`config.mk`:
```
export PLATFORM = sky130hd
export DESIGN_NAME = serve_controller
export DESIGN_NICKNAME = d
export VERILOG_FILES = /design/src/rtl/serve_controller.sv
export SDC_FILE = /design/constraint.sdc
export NUM_CORES = 1
export LEC_CHECK = 0
export ABC_AREA = 1
export CAP_MARGIN = 40
export CORE_UTILIZATION = 55
export DETAILED_ROUTE_END_ITERATION = 7
export PLACE_DENSITY = 0.8
export SKIP_CTS_REPAIR_TIMING = 1
export SYNTH_ARGS = -nofsm -noshare
export SYNTH_HDL_FRONTEND = slang
export SYNTH_SLANG_ARGS = --single-unit
```
`constraint.sdc`:
```
create_clock -name Clock -period 2.3 [get_ports Clock]
set_input_delay 0.46 -clock Clock [delete_from_list [all_inputs] [get_ports Clock]]
set_output_delay 0.46 -clock Clock [all_outputs]
set_load 0.1 [all_outputs]
```
`src/rtl/serve_controller.sv`:
```
// serve_controller: Pong game-flow FSM that serves from random bits, runs the
// serve countdown, performs the Launch/BallAck handshake and keeps score.
module serve_controller #(
  parameter int DELAY_CYCLES = 50000000,
  parameter int CNT_W        = 26,
  parameter int MAX_SCORE    = 9,
  parameter int X_CENTER     = 320,
  parameter int Y_CENTER     = 240,
  parameter int Y_OFFSET     = 64
) (
  input  logic       Clock,
  input  logic       Reset,
  input  logic [1:0] RanNum,
  input  logic       Start,
  input  logic       PointScored,
  input  logic       ScoredBy,
  input  logic       BallAck,
  output logic       Launch,
  output logic       DirX,
  output logic       DirY,
  output logic [9:0] StartX,
  output logic [9:0] StartY,
  output logic       InPlay,
  output logic       Waiting,
  output logic       GameOver,
  output logic [3:0] ScoreL,
  output logic [3:0] ScoreR
);
  localparam logic [2:0] IDLE   = 3'd0;
  localparam logic [2:0] COUNT  = 3'd1;
  localparam logic [2:0] LAUNCH = 3'd2;
  localparam logic [2:0] PLAY   = 3'd3;
  localparam logic [2:0] OVER   = 3'd4;
  localparam logic [CNT_W-1:0] CNT_LOAD = CNT_W'(DELAY_CYCLES - 1);
  logic [2:0]       r_state;
  logic [CNT_W-1:0] r_cnt;
  logic             r_rand_x;
  logic             r_pend_x;
  logic             r_dir_x;
  logic             r_dir_y;
  logic [9:0]       r_start_x;
  logic [9:0]       r_start_y;
  logic [3:0]       r_score_l;
  logic [3:0]       r_score_r;
  logic [3:0]       w_inc_l;
  logic [3:0]       w_inc_r;
  logic             w_win;
  always_comb begin
    w_inc_l = (r_score_l == 4'hF) ? r_score_l : r_score_l + 4'd1;
    w_inc_r = (r_score_r == 4'hF) ? r_score_r : r_score_r + 4'd1;
    w_win   = ScoredBy ? (w_inc_r == 4'(MAX_SCORE)) : (w_inc_l == 4'(MAX_SCORE));
  end
  always_ff @(posedge Clock) begin
    if (!Reset) begin
      r_state   <= IDLE;
      r_cnt     <= '0;
      r_rand_x  <= 1'b1;
      r_pend_x  <= 1'b0;
      r_dir_x   <= 1'b0;
      r_dir_y   <= 1'b0;
      r_start_x <= 10'(X_CENTER);
      r_start_y <= 10'(Y_CENTER);
      r_score_l <= 4'd0;
      r_score_r <= 4'd0;
    end else begin
      case (r_state)
        IDLE, OVER: if (Start) begin
          r_state   <= COUNT;
          r_cnt     <= CNT_LOAD;
          r_rand_x  <= 1'b1;
          r_score_l <= 4'd0;
          r_score_r <= 4'd0;
        end
        COUNT: if (r_cnt == '0) begin
          // Serve parameters are frozen here and held through the handshake.
          r_state   <= LAUNCH;
          r_dir_y   <= RanNum[0];
          r_dir_x   <= r_rand_x ? RanNum[1] : r_pend_x;
          r_start_x <= 10'(X_CENTER);
          r_start_y <= (RanNum[1] ^ RanNum[0]) ? 10'(Y_CENTER + Y_OFFSET) : 10'(Y_CENTER - Y_OFFSET);
        end else begin
          r_cnt <= r_cnt - CNT_W'(1);
        end
        LAUNCH: if (BallAck) r_state <= PLAY;
        PLAY: if (PointScored) begin
          if (ScoredBy) r_score_r <= w_inc_r;
          else r_score_l <= w_inc_l;
          r_pend_x <= ~ScoredBy;
          r_rand_x <= 1'b0;
          r_cnt    <= CNT_LOAD;
          r_state  <= w_win ? OVER : COUNT;
        end
        default: r_state <= IDLE;
      endcase
    end
  end
  assign Launch   = (r_state == LAUNCH);
  assign InPlay   = (r_state == PLAY);
  assign Waiting  = (r_state == COUNT);
  assign GameOver = (r_state == OVER);
  assign DirX     = r_dir_x;
  assign DirY     = r_dir_y;
  assign StartX   = r_start_x;
  assign StartY   = r_start_y;
  assign ScoreL   = r_score_l;
  assign ScoreR   = r_score_r;
endmodule
```
==> results of run 1 <==
## critical path, stage by stage, from the launching register on
cell,delay (ps)
dfxtp_1,400
nand2_1,110
nor2_2,270
buf_4,330
buf_12,210
## state kept, by name, indices dropped and copies added (netlist names)
signal,cells
DirY,1
ScoreL,4
r_state,3
ScoreR,4
DirX,1
r_pend_x,1
r_rand_x,1
StartY,3
r_cnt,26
## cell usage after synthesis (3+ instances only)
master and count:
nor2_2 5, dfxtp_1 44, a211oi_1 3, nand2_2 3, a21oi_1 20, buf_6 4, nor2_1 81, xor2_1 8
clkbuf_1 6, inv_2 3, buf_4 17, o21ai_0 20, nand2_1 143, ha_1 3, nand3_1 39, inv_1 39
nand4_1 9, a21oi_2 11
## worst max path at each step
stage	depth (start not counted)	start	to	slack, ps
after CTS	11	r_cnt[0]$_SDFFE_PN0P_	r_cnt[2]$_SDFFE_PN0P_	180
after detailed placement	12	r_cnt[0]$_SDFFE_PN0P_	r_cnt[24]$_SDFFE_PN0P_	210
after global routing	12	r_cnt[0]$_SDFFE_PN0P_	r_cnt[24]$_SDFFE_PN0P_	60
after global placement	9	Start	r_cnt[15]$_SDFFE_PN0P_	260
after floorplan	3	r_state[0]$_SDFFE_PN0P_	GameOver	10
final	4	r_state[0]$_SDFFE_PN0P_	Waiting	210
## power by group through the flow
| stage | combinational (mW) | clock [mW] | sequential [mW] |
|---|---|---|---|
| 2_1_floorplan | 2.08 | 0 | 1.54 |
| 3_3_place_gp | 2.88 | 0 | 1.23 |
| 3_5_place_dp | 2.94 | 0 | 1.24 |
| 4_1_cts | 2.95 | 0.834 | 1.23 |
| 5_1_grt | 3.30 | 0.866 | 1.28 |
| 6_report | 2.96 | 0.824 | 1.24 |
## cells by family (layout without fill, tap and decap cells)
| group | count (synthesis) | in the layout | synth area share |
|---|---|---|---|
| and+or+nand+nor | 288 | 288 | 0.419 |
| buffers and inverters | 70 | 82 | 0.122 |
| AOI/OAI and AO/OA | 57 | 57 | 0.117 |
| DFF | 44 | 44 | 0.300 |
| xor gates and xnor gates | 9 | 9 | 0.0269 |
| adders and majority gates | 3 | 3 | 0.0128 |
| other | 2 | 17 | 0.00256 |
## routing by layer
layer | part of all wire | up-vias | wire length (um)
met5 | 0 | - | 0
met4 | 0.024 | 0 | 161
met3 | 0.036 | 15 | 246
met2 | 0.49 | 59 | 3300
met1 | 0.45 | 1347 | 3060
li1 | - | 1525 | -
## stage by stage
stage | instance area, um^2 | setup WS [ps]
finish | 3340 | 205
global route | 3340 | 60.3
CTS | 3340 | 176
detailed placement | 3180 | 212
global placement | 3180 | 261
floorplan | 2990 | 14.0
## cell usage in the layout, fill, tap and decap left out
cell type        instances
a211oi_1                 3
a21oi_1                 20
a21oi_2                 11
a31oi_1                  1
buf_12                   4
buf_4                   20
bufinv_16                3
clkbuf_8                 5
clkdlybuf4s50_1          7
clkinv_1                 1
conb_1                  17
dfxtp_1                 44
ha_1                     2
ha_2                     1
inv_1                   39
inv_2                    3
nand2_1                143
nand2_2                  3
nand2_8                  1
nand3_1                 39
nand3_4                  1
nand3b_1                 2
nand4_1                  9
nor2_1                  81
nor2_2                   5
nor2_4                   2
o211a_1                  1
o21ai_0                 20
o31ai_1                  1
or2_2                    2
xnor2_1                  1
xor2_1                   8
## layout make-up
type / count / share of cell area
clock buffers: 5 / 0.0206
clock inverters: 3 / 0.0269
inverters: 43 / 0.0483
multi-input cells: 374 / 0.525
flip-flops and latches: 44 / 0.263
well taps: 70 / 0.0262
repair buffers: 31 / 0.0898
==> flow_metrics.tcl, run 1 <==
set metrics [dict create \
    grt_antenna_before_repair 0 \
    postRouteAntennaNets 0 \
    design.die.area_um2 5630 \
    crit_type "reg -> out" \
    core_area_um2 5110 \
    register_area_um2 881 \
    port_buffers 24 \
    grt_use_met3 0.0522 \
    holdWs_ps 455 \
    fin_crit_sh 0.911 \
    synth-seq-cells 44 \
    grt_pass1_vias 2574 \
    wl_per_cell_um 11.9 \
    multi_input_area_um2 1760 \
    drive_gt1_frac 0.122 \
    grtUsageMet1 0.331 \
    insertion_delay_ps 300 \
    drtIter0Drc 173 \
    cts.htree.levels 2 \
    seqPwrFrac 0.246 \
    cts_max_path_buffers 2 \
    netSwitchingPower_mw 2.66 \
    r2r-start "r_cnt[0]$_SDFFE_PN0P_" \
    syn_inst 473 \
    ys.flop_type "dfxtp_1" \
    routed_wl_mm 6.77 \
    clk_pin_slew_ps 80 \
    hold_start "StartY[6]$_SDFFE_PN1P_" \
    p_per_area_nw_per_um2 1500 \
    cp.arrival_ps 1630 \
    grt_max_degree 25 \
    stdcell_count 570 \
    yosysSeqAreaShare 0.300 \
    initial_core_util 0.574 \
    drv_slew 0 \
    yosysTopAreaCell "dfxtp_1" \
    drv_cap 0 \
    max_freq_ghz 0.477 \
    netlist.area_leader.share 0.300 \
    power.internal_mw 2.36 \
    gp_congestion 0.926 \
    pwr-share-clk 0.164 \
    use_met2 0.451 \
    synth_warnings 0 \
    finish.utilization 0.655 \
    fill_cells 498 \
    final-hold-violation-count 0 \
    min_path_cells 2 \
    cts-root-buf "clkbuf_8" \
    syn_area_um2 2930 \
    nets 510 \
    async_flop_share 0 \
    diodes 0 \
    fin_crit_ps 2090 \
    r2r_cells 11 \
    cp-end-kind "primary output" \
    synth_area_leaders "dfxtp_1 (30%), nand2_1 (18%), nor2_1 (10%)" \
    rsz0062_at_grt "no" \
    rrSetupSlack_ps 260 \
    core.rowCount 26 \
    synthDistinctLibCells 29 \
    tns_ps 0 \
    worstPathRequired_ps 1840 \
    switching_share 0.530 \
    p_leak_nw 1.51 \
    syn_avg_cell_area_um2 6.20 \
    worstPathMaxFanout 19 \
    num_io_pins 42 \
    die-width_um 75.0 \
    avgViaCountPerCell 5.17 \
    numClockSinks 44 \
    skew_ps 10.0 \
    min_to "StartY[6]$_SDFFE_PN1P_" \
    r2r-end "r_cnt[2]$_SDFFE_PN0P_" \
    dp_hpwl_mm 5.06 \
    ir_drop_uv 1020 \
    syn_to_final_growth_pct 14.0 \
    dp.cells 562 \
    grt_pass1_wl_mm 11.5 \
    cts_buffers 5 \
    fin_total_pwr_mw 5.02 \
    grt.busiest_layer "met2" \
    cts_tree "done" \
    pwr-share-comb 0.589 \
    synth-edff-count 0 \
    status "complete, no violations" \
    num_vias 2946 \
    overflow 0 \
    worst_hold_path_type "reg -> reg" \
    startpoint_type "flip-flop" \
    track_usage 0.268 \
    dr.pass1.iters 4 \
    drc 0 \
    die_height_um 75.0 \
    setup_violations 0 \
]
Power figures use the tool's default switching activity.
==> run 2, diff against run 1 <==
PLACE_DENSITY = 0.79   (was 0.8)
SKIP_CTS_REPAIR_TIMING = not set   (was 1)
==> flow_metrics.tcl, run 2 (synthesis gave the netlist of run 1 again) <==
set metrics [dict create \
    cts_hold_buf 0 \
    syn_to_final_growth_pct 11.8 \
    num_vias 2926 \
    r2r-end "r_cnt[18]$_SDFFE_PN0P_" \
    drv_slew 0 \
    overflow 0 \
    core.rowCount 26 \
    relSlewSlack 0.663 \
    wl_per_cell_um 11.7 \
    worstPathRequired_ps 2490 \
    hold_start "StartY[6]$_SDFFE_PN1P_" \
    largest_reg_flops 26 \
    insertion_delay_ps 310 \
    numClockSinks 44 \
    final_cell_mix "nand2_1 (143), nor2_1 (81), dfxtp_1 (44), inv_1 (39), nand3_1 (39)" \
    layout_setup_ws_ps 224 \
    num_io_pins 42 \
    max_freq_ghz 0.482 \
    fin_crit_ps 2080 \
    nets 510 \
    rsz0062_at_grt "no" \
    gp_congestion 0.924 \
    grt_pass1_wl_mm 11.0 \
    cts_tree "done" \
    grt_antenna_before_repair 0 \
    final_common_cell "nand2_1" \
    initial_core_util 0.574 \
    setup_violations 0 \
    skew_ps 9.43 \
    cts-root-buf "clkbuf_8" \
    avgViaCountPerCell 5.13 \
    die-width_um 75.0 \
    worst_slew_pin_slew_ps 505 \
    cts_buffers 5 \
    drtIter0Drc 163 \
    drv_cap 0 \
    fin_crit_sh 0.902 \
    ir_drop_uv 1140 \
    die_height_um 75.0 \
    routed_wl_mm 6.70 \
    clk_pin_slew_ps 90 \
    port_buffers 24 \
    cp-startpoint "r_cnt[0]$_SDFFE_PN0P_" \
    tns_ps 0 \
    grt_max_degree 32 \
    cp-end-kind "flip-flop" \
    drive_gt1_frac 0.120 \
    diodes 0 \
    worst_hold_path_type "reg -> reg" \
    startpoint_type "flip-flop" \
    track_usage 0.257 \
    worstPathMaxFanout 15 \
    rrSetupSlack_ps 220 \
    cts_max_path_buffers 2 \
    min_path_cells 2 \
    top_register "r_cnt" \
    cp.arrival_ps 2270 \
    core_area_um2 5110 \
    cts.repair.resized 0 \
    dr.pass1.iters 5 \
    r2r_cells 12 \
    final-hold-violation-count 0 \
    p_leak_nw 1.48 \
    p_per_area_nw_per_um2 1440 \
    drc 0 \
    r2r-start "r_cnt[0]$_SDFFE_PN0P_" \
    min_to "StartY[6]$_SDFFE_PN1P_" \
    grt_pass1_vias 2558 \
    design.die.area_um2 5630 \
    dp_hpwl_mm 5.15 \
    fill_cells 512 \
    place_ws_ps 254 \
    cts_setup_buffers 0 \
    holdWs_ps 457 \
    crit_type "reg -> reg" \
    status "complete, no violations" \
    postRouteAntennaNets 0 \
    cts.htree.levels 2 \
]
-- run 2: cell count changes in the layout (fill, tap and decap cells not counted), sizes merged --
cell      previous run  this run
clkbuf               5         6
clkinvlp             0         2
bufinv               3         0
-- run 2: where the power goes --
part / leakage, nW / switching [mW] / total (mW) / internal, mW
Clock: 0.0434 / 0.283 / 0.527 / 0.243
Sequential: 0.361 / 0.255 / 1.23 / 0.976
Combinational: 1.07 / 2.11 / 2.96 / 0.844
-- run 2: cell type report --
cell class                 count  area [um^2]  area share
multi-input combinational    374         1750       0.534
clock buffer                   6         82.6      0.0252
inverter                      43          161      0.0492
sequential                    44          881       0.268
timing repair buffer          31          300      0.0915
clock inverter                 2         15.0     0.00458
tap                           70         87.6      0.0267
-- run 2: routing by layer --
layer / vias to the layer above / global-route usage / part of all wire
li1: 1528 / - / -
met1: 1318 / 0.301 / 0.45
met2: 58 / 0.443 / 0.48
met3: 22 / 0.0482 / 0.036
met4: 0 / 0.140 / 0.036
met5: - / 0 / 0
-- run 2: worst max-delay path by stage --
stage | slack (ps) | cells past startpoint | end
6_report | 220 | 12 | r_cnt[18]$_SDFFE_PN0P_
5_1_grt | 50 | 12 | r_cnt[18]$_SDFFE_PN0P_
4_1_cts | 220 | 12 | r_cnt[18]$_SDFFE_PN0P_
3_5_place_dp | 250 | 12 | r_cnt[18]$_SDFFE_PN0P_
3_3_place_gp | 270 | 9 | r_cnt[15]$_SDFFE_PN0P_
2_1_floorplan | 10 | 3 | GameOver
-- run 2: stage by stage --
step,std cells,area [um^2],total power [mW],util
final,570,3280,4.71,0.642
after global routing,570,3280,5.11,0.642
after CTS,570,3280,4.71,0.642
after detailed placement,562,3180,4.17,0.623
after global placement,562,3180,4.12,0.623
after floorplan,488,2990,3.63,-
-- run 2: critical path, cell delays in order (launching register included) --
cell and delay [ps]:
dfxtp_1 340, inv_1 160, ha_1 320, nand2_1 100, nor2_2 120, nand2_2 80, nor2_4 120, nand3_4 140
nand2_8 150, buf_4 210, nor2_1 70, nor2_1 100, nor2_1 50
